### src/rtl/cs_sequencer.sv
// cs_sequencer: one-entry decode buffer that indexes a registered
// control-store ROM and presents the microcode word downstream.
module cs_sequencer #(
  parameter int PC_W = 16
) (
  input  logic            clk,
  input  logic            rst_n,
  input  logic            in_valid,
  output logic            in_ready,
  input  logic [15:0]     in_ir,
  input  logic [PC_W-1:0] in_pc,
  output logic [5:0]      cs_addr,
  input  logic [22:0]     cs_data,
  output logic            out_valid,
  input  logic            out_ready,
  output logic [15:0]     out_ir,
  output logic [PC_W-1:0] out_pc,
  output logic [22:0]     out_cs,
  output logic            out_illegal,
  input  logic            flush,
  output logic [15:0]     inst_count,
  output logic [15:0]     stall_count
);

  typedef enum logic {
    EMPTY = 1'b0,
    FULL  = 1'b1
  } state_t;

  state_t     state;
  logic [5:0] last_addr;
  logic [5:0] in_addr;
  logic [3:0] op;
  logic       accept;
  logic       fire;
  logic       stall;
  logic       ill_op;

  assign out_valid = (state == FULL);

  assign in_ready = rst_n & ~flush
                  & (~out_valid | out_ready);
  assign accept   = in_valid & in_ready;

  assign in_addr = {in_ir[15:12], in_ir[11], in_ir[5]};

  // Hold the last issued address so the ROM word stays put while stalled.
  assign cs_addr = !rst_n ? 6'd0
                 : accept ? in_addr
                 : last_addr;

  assign fire  = out_valid & out_ready & ~flush;
  assign stall = out_valid & ~out_ready & ~flush;

  assign out_cs = (rst_n & out_valid) ? cs_data : 23'd0;

  assign op = out_ir[15:12];

  always_comb begin
    ill_op = 1'b0;
    unique case (1'b1)
      op == 4'h8,
      op == 4'hA,
      op == 4'hB: ill_op = 1'b1;
      default:    ill_op = 1'b0;
    endcase
  end

  assign out_illegal = rst_n & out_valid & ill_op;

  always_ff @(posedge clk) begin
    if (!rst_n) begin
      state       <= EMPTY;
      out_ir      <= '0;
      out_pc      <= '0;
      last_addr   <= '0;
      inst_count  <= '0;
      stall_count <= '0;
    end else begin
      if (fire)
        inst_count <= inst_count + 16'd1;
      if (stall)
        stall_count <= stall_count + 16'd1;

      unique case (state)
        EMPTY: begin
          if (accept) begin
            state     <= FULL;
            out_ir    <= in_ir;
            out_pc    <= in_pc;
            last_addr <= in_addr;
          end
        end
        FULL: begin
          if (flush) begin
            state <= EMPTY;
          end else if (accept) begin
            state     <= FULL;
            out_ir    <= in_ir;
            out_pc    <= in_pc;
            last_addr <= in_addr;
          end else if (out_ready) begin
            state <= EMPTY;
          end
        end
        default: state <= EMPTY;
      endcase
    end
  end

endmodule

### config.mk
export PLATFORM = sky130hd
export DESIGN_NAME = cs_sequencer
export DESIGN_NICKNAME = d
export VERILOG_FILES = /design/src/rtl/cs_sequencer.sv
export SDC_FILE = /design/constraint.sdc
export NUM_CORES = 1
export LEC_CHECK = 0
export CAP_MARGIN = 25
export CELL_PAD_IN_SITES_DETAIL_PLACEMENT = 1
export CELL_PAD_IN_SITES_GLOBAL_PLACEMENT = 2
export CORE_UTILIZATION = 22
export CTS_BUF_LIST = sky130_fd_sc_hd__clkbuf_16
export CTS_CLUSTER_DIAMETER = 60
export CTS_CLUSTER_SIZE = 10
export DETAILED_ROUTE_END_ITERATION = 7
export PLACE_DENSITY = 0.86
export SETUP_SLACK_MARGIN = 0.2
export SLEW_MARGIN = 20
export SYNTH_ARGS = -nofsm -noshare
export SYNTH_HDL_FRONTEND = slang
export SYNTH_SLANG_ARGS = --single-unit
### constraint.sdc
create_clock -name clk -period 2.39 [get_ports clk]
set_clock_uncertainty 0.2 [all_clocks]
set_input_delay 0.3585 -clock clk [delete_from_list [all_inputs] [get_ports clk]]
set_output_delay 0.3585 -clock clk [all_outputs]
set_load 0.03 [all_outputs]
Yosys cells after proc, flatten, opt, wreduce, memory -nomap -nowiden
Index checks and enable logic that the tools add are counted.

storage, ports and cells
  output and inout bits = 96
  word-level logic and storage cells = 43
  flip-flop bits (word level) = 71

cells by class
  multiplexer cells = 17
  equality and inequality tests = 4
  bitwise gates (word level) = 13
  add/sub/neg operators = 2
  reductions and logical operators = 1

operator list
  kind                     number
  $mux W16                 4
  $pmux W16 S2             2
  $add A16 B1 Y16 const B  2
  $mux W23                 1
  $mux W6                  3
  $eq A4 B4 Y1 const B     3
  $pmux W6 S2              1
  $and A1 B1 Y1            9
  $mux W1                  5
  $not A1 Y1               3
  $reduce_or A3 Y1         1
  $ne A2 B2 Y1 const B     1
  $pmux W1 S2              1
  $or A1 B1 Y1             1

Logic depth before layout (Yosys ltp)
  word-level depth = 7
  mapped depth = 8

Least setup slack after synthesis
OpenSTA, ideal clock, no wires.

  kind = register to output
  start point = register state (netlist: out_valid)
  end point = output port cs_addr[0]
  buffers on the path = 3
  cell stages (with the launch flop) = 8
  path slack = -0.261 ns
  data arrival time = 2.093 ns
  cell sequence = dfxtp_1 clkbuf_1 and2b_1 or3b_2 clkbuf_1 buf_2 mux2i_1 nor2_1

on the way
  word-level cells in the longest chain between the ends = 6

RTL lines
  element                 RTL line  text
  start, declared         30        state_t state;
  start signal, assigned  73        state <= EMPTY;
  start signal, assigned  88        state <= FULL;
  start signal, assigned  96        state <= EMPTY;
  $not A1 Y1              -
  $or A1 B1 Y1            42        & (~out_valid | out_ready);
  $and A1 B1 Y1           42
  $and A1 B1 Y1           43        assign accept = in_valid & in_ready;
  $mux W6                 -
  $mux W6                 48        assign cs_addr = !rst_n ? 6'd0
  end, declared           12        output logic [5:0] cs_addr,

No other way between the ends.

Worst setup path in the final report
Same ends and word-level chain as after synthesis.

==> flow_summary_export.csv <==
group,metric,value,unit
outcome,status,"finished with violations",
outcome,violations,"negative setup slack",
worst_setup_path,r2r_cells,5,
worst_setup_path,r2r_slack,330,ps
global_route,grt_max_degree,39,
layout,finalNetCount,572,
layout,drive_above_1_share,17.7,%
floorplan,start_util,22.9,%
global_route,grt_pass1_wl,16700,um
sta,tns,-52.1,ps
worst_setup_path,slowest_stage,"or3b_4",
worst_setup_path,critPathLaunchType,"register",
power_and_ir_drop,p_leak,2.30,nW
worst_setup_path,r2r-end,"stall_count[13]",
power_and_ir_drop,peakVddDrop,0.334,mV
sta,hold-worst-slack,281,ps
synthesis,ys_warn_count,0,
routing,dr.first_iter.drc_count,75,
power_and_ir_drop,power_density,583,nW/um^2
placed_design,hpwl,7590,um
sta,max_freq,0.416,GHz
clock_network,clkTransAtPathRegs,60,ps
worst_setup_path,r2r-start,"out_valid",
worst_setup_path,crit_path_end_kind,"primary output",
hold_path,hp-class,"reg -> reg",
synthesis,ys.flop_type,"dfxtp_1",
synthesis,synth-seq-cells,71,
layout,area_growth,75.7,%
floorplan,fp.dieH,120,um
layout,fillCellCount,1529,
run,drv_cap,0,
power_and_ir_drop,p_switching,0.721,mW
floorplan,core,13400,sq um
synthesis,synth_edf_count,0,
routing,vias,3055,
worst_setup_path,worst_ep_required_time,1830,ps
routing,wirelength,10500,um
clock_network,clockBufferDepth,2,
hold_path,min_path_cells,2,
clock_network,cts_sinks,71,
hold_path,hold_end,"stall_count[15]",
sta,period_share,101,%
floorplan,dieArea,14400,sq um
routing,drc,0,
synthesis,synth_cell_types,33,
layout,design_area,5390,sq um
global_route,grt_usage,14.9,%
sta,finalMaxSlewViolations,0,
sta,max_slew.worst_pin.slew,464,ps
routing,vias_per_cell,4.42,
worst_setup_path,path_class,"reg -> out",
routing,dr.pass1.iters,4,
worst_setup_path,path_cells,"and2b_1, or3b_4, buf_12, mux2i_4, nor2_4, buf_6",
clock_network,root_buffer,"clkbuf_16",
layout,final_cell_mix,"121 x clkdlybuf4s50_1, 69 x dfxtp_1, 62 x nor2_1",
synthesis,yosysSeqAreaShare,46.4,%
floorplan,fp.dieW,120,um
sta,max_slew_margin,69.0,%
layout,num_antenna_cells,0,
floorplan,rows,42,
clock_network,clock_latency,340,ps
layout,final_common_cell,"clkdlybuf4s50_1",
global_route,grt_pass1_vias,3216,
global_route,gr-total-overflow,0,
routing,wl_per_cell,15.2,um
synthesis,synthCells,339,
clock_network,h-tree-depth,3,
worst_setup_path,max_stage_delay,400,ps
sta,finalCriticalPeriod,2400,ps
synthesis,mappedNetlistArea,3070,sq um
power_and_ir_drop,comb_power_share,12.1,%
placed_design,io_buffers,155,
clock_network,cts_tree,"built",
synthesis,async_flop_share,0,%
power_and_ir_drop,p_clk_share,49.0,%
clock_network,numCtsBuffers,9,
worst_setup_path,path_buf_inv,2,
worst_setup_path,cp.arrival,1850,ps
worst_setup_path,crit_family,"simple AND/OR/NAND/NOR gates",
sta,setup_viol,6,
global_route,antenna_found_initial,0,
placed_design,placed_area,4910,sq um
hold_path,worstHoldStart,"stall_count[15]",
sta,setup_slack,-13.8,ps
power_and_ir_drop,pwr-share-seq,38.9,%
routing,ant_nets,0,
synthesis,synth_nets,401,
sta,grt_setup_unrepaired,"true",
synthesis,synth.avg_cell_area,9.04,sq um
sta,hold_viol,0,
floorplan,boundaryPins,156,
power_and_ir_drop,p_int,2.42,mW
power_and_ir_drop,switching_share,23.0,%
worst_setup_path,crit_fanout,5,
placed_design,gp_congestion,0.783,
clock_network,hold_buffers,0,
[how the worst max path moves through the flow]
| stage | cells past startpoint | startpoint | end | slack, ps |
|---|---|---|---|---|
| 6_report | 6 | out_valid | cs_addr[0] | -10 |
| 5_1_grt | 6 | out_valid | cs_addr[1] | -70 |
| 4_1_cts | 6 | out_valid | cs_addr[1] | -50 |
| 3_5_place_dp | 6 | flush | stall_count[13] | -270 |
| 3_3_place_gp | 6 | flush | cs_addr[3] | -240 |
| 2_1_floorplan | 7 | out_valid | cs_addr[0] | 130 |
[per-layer routing]
| layer | GRT usage [%] | vias up | routed length (um) |
|---|---|---|---|
| met3 | 5.42 | 8 | 801 |
| met2 | 25.0 | 97 | 5250 |
| li1 | - | 1493 | - |
| met1 | 17.2 | 1457 | 4330 |
| met5 | 0 | - | 0 |
| met4 | 5.47 | 0 | 97 |
[state kept, by name (all words and copies together), names as in the netlist]
name,flops
last_addr,6
out_pc,16
out_valid,1
out_ir,16
stall_count,16
inst_count,16
[worst min-delay path, delay by kind of cell (launching register included)]
kind	cells	cell delay, ps
DFF	1	320
muxes	1	50
and+or+nand+nor	1	50
[Yosys cell counts (4+ instances only)]
cell type,number,area share (%)
clkbuf_1,16,2.0
mux2i_1,46,15
nand2_1,19,2.3
nand3_1,9,1.5
inv_1,4,0.49
a21oi_1,8,1.3
nand2b_1,7,1.4
nor4_1,4,0.82
xor2_1,6,1.7
nand4_1,5,1.0
o21ai_0,4,0.65
dfxtp_1,71,46
xnor2_1,11,3.1
or3_1,5,1.0
nor2_1,68,8.3
and3_1,25,5.1
buf_2,4,0.65
[cell type report]
class	count	area [sq um]	area share, %
repair buffers	182	1720	32.0
multi-input cells	241	1660	30.8
flip-flops and latches	71	1430	26.5
clock buffers	9	225	4.18
well taps	176	220	4.09
clock inverters	7	113	2.09
inverters	5	18.8	0.348
[power groups by stage]
stage	Sequential, mW	Combinational (mW)	Clock, mW
final	1.22	0.380	1.54
after floorplan	1.28	0.132	0
after detailed placement	1.25	0.363	0
after CTS	1.22	0.385	1.57
after global routing	1.22	0.405	1.62
after global placement	1.25	0.355	0
[what timing repair did]
| item | 4_1_cts | 5_1_grt |
|---|---|---|
| pin swaps | 7 | 2 |
| setup endpoints to repair | 12 | 9 |
| buffers inserted | 6 | 0 |
| gates resized for setup | 16 | 3 |
[stage by stage]
stage	std cells	setup slack (ps)	utilization (%)	total power [mW]
floorplan	339	129	-	1.41
global placement	669	-239	36.6	1.60
detailed placement	669	-272	36.6	1.61
CTS	691	-47.1	40.1	3.18
global route	691	-68.9	40.2	3.25
finish	691	-13.8	40.2	3.14
[cells by family after synthesis]
| kind of cell | count (synthesis) | share of synthesized area (%) |
|---|---|---|
| AND/OR/NAND/NOR | 161 | 26.3 |
| flip-flops | 71 | 46.4 |
| multiplexers | 46 | 15.0 |
| buffers and inverters | 27 | 3.96 |
| XOR/XNOR | 17 | 4.86 |
| AO/OA/AOI/OAI | 15 | 2.69 |
| adder cells (fa/ha/maj) | 2 | 0.816 |
No activity file was read; power rests on OpenSTA's default activity.
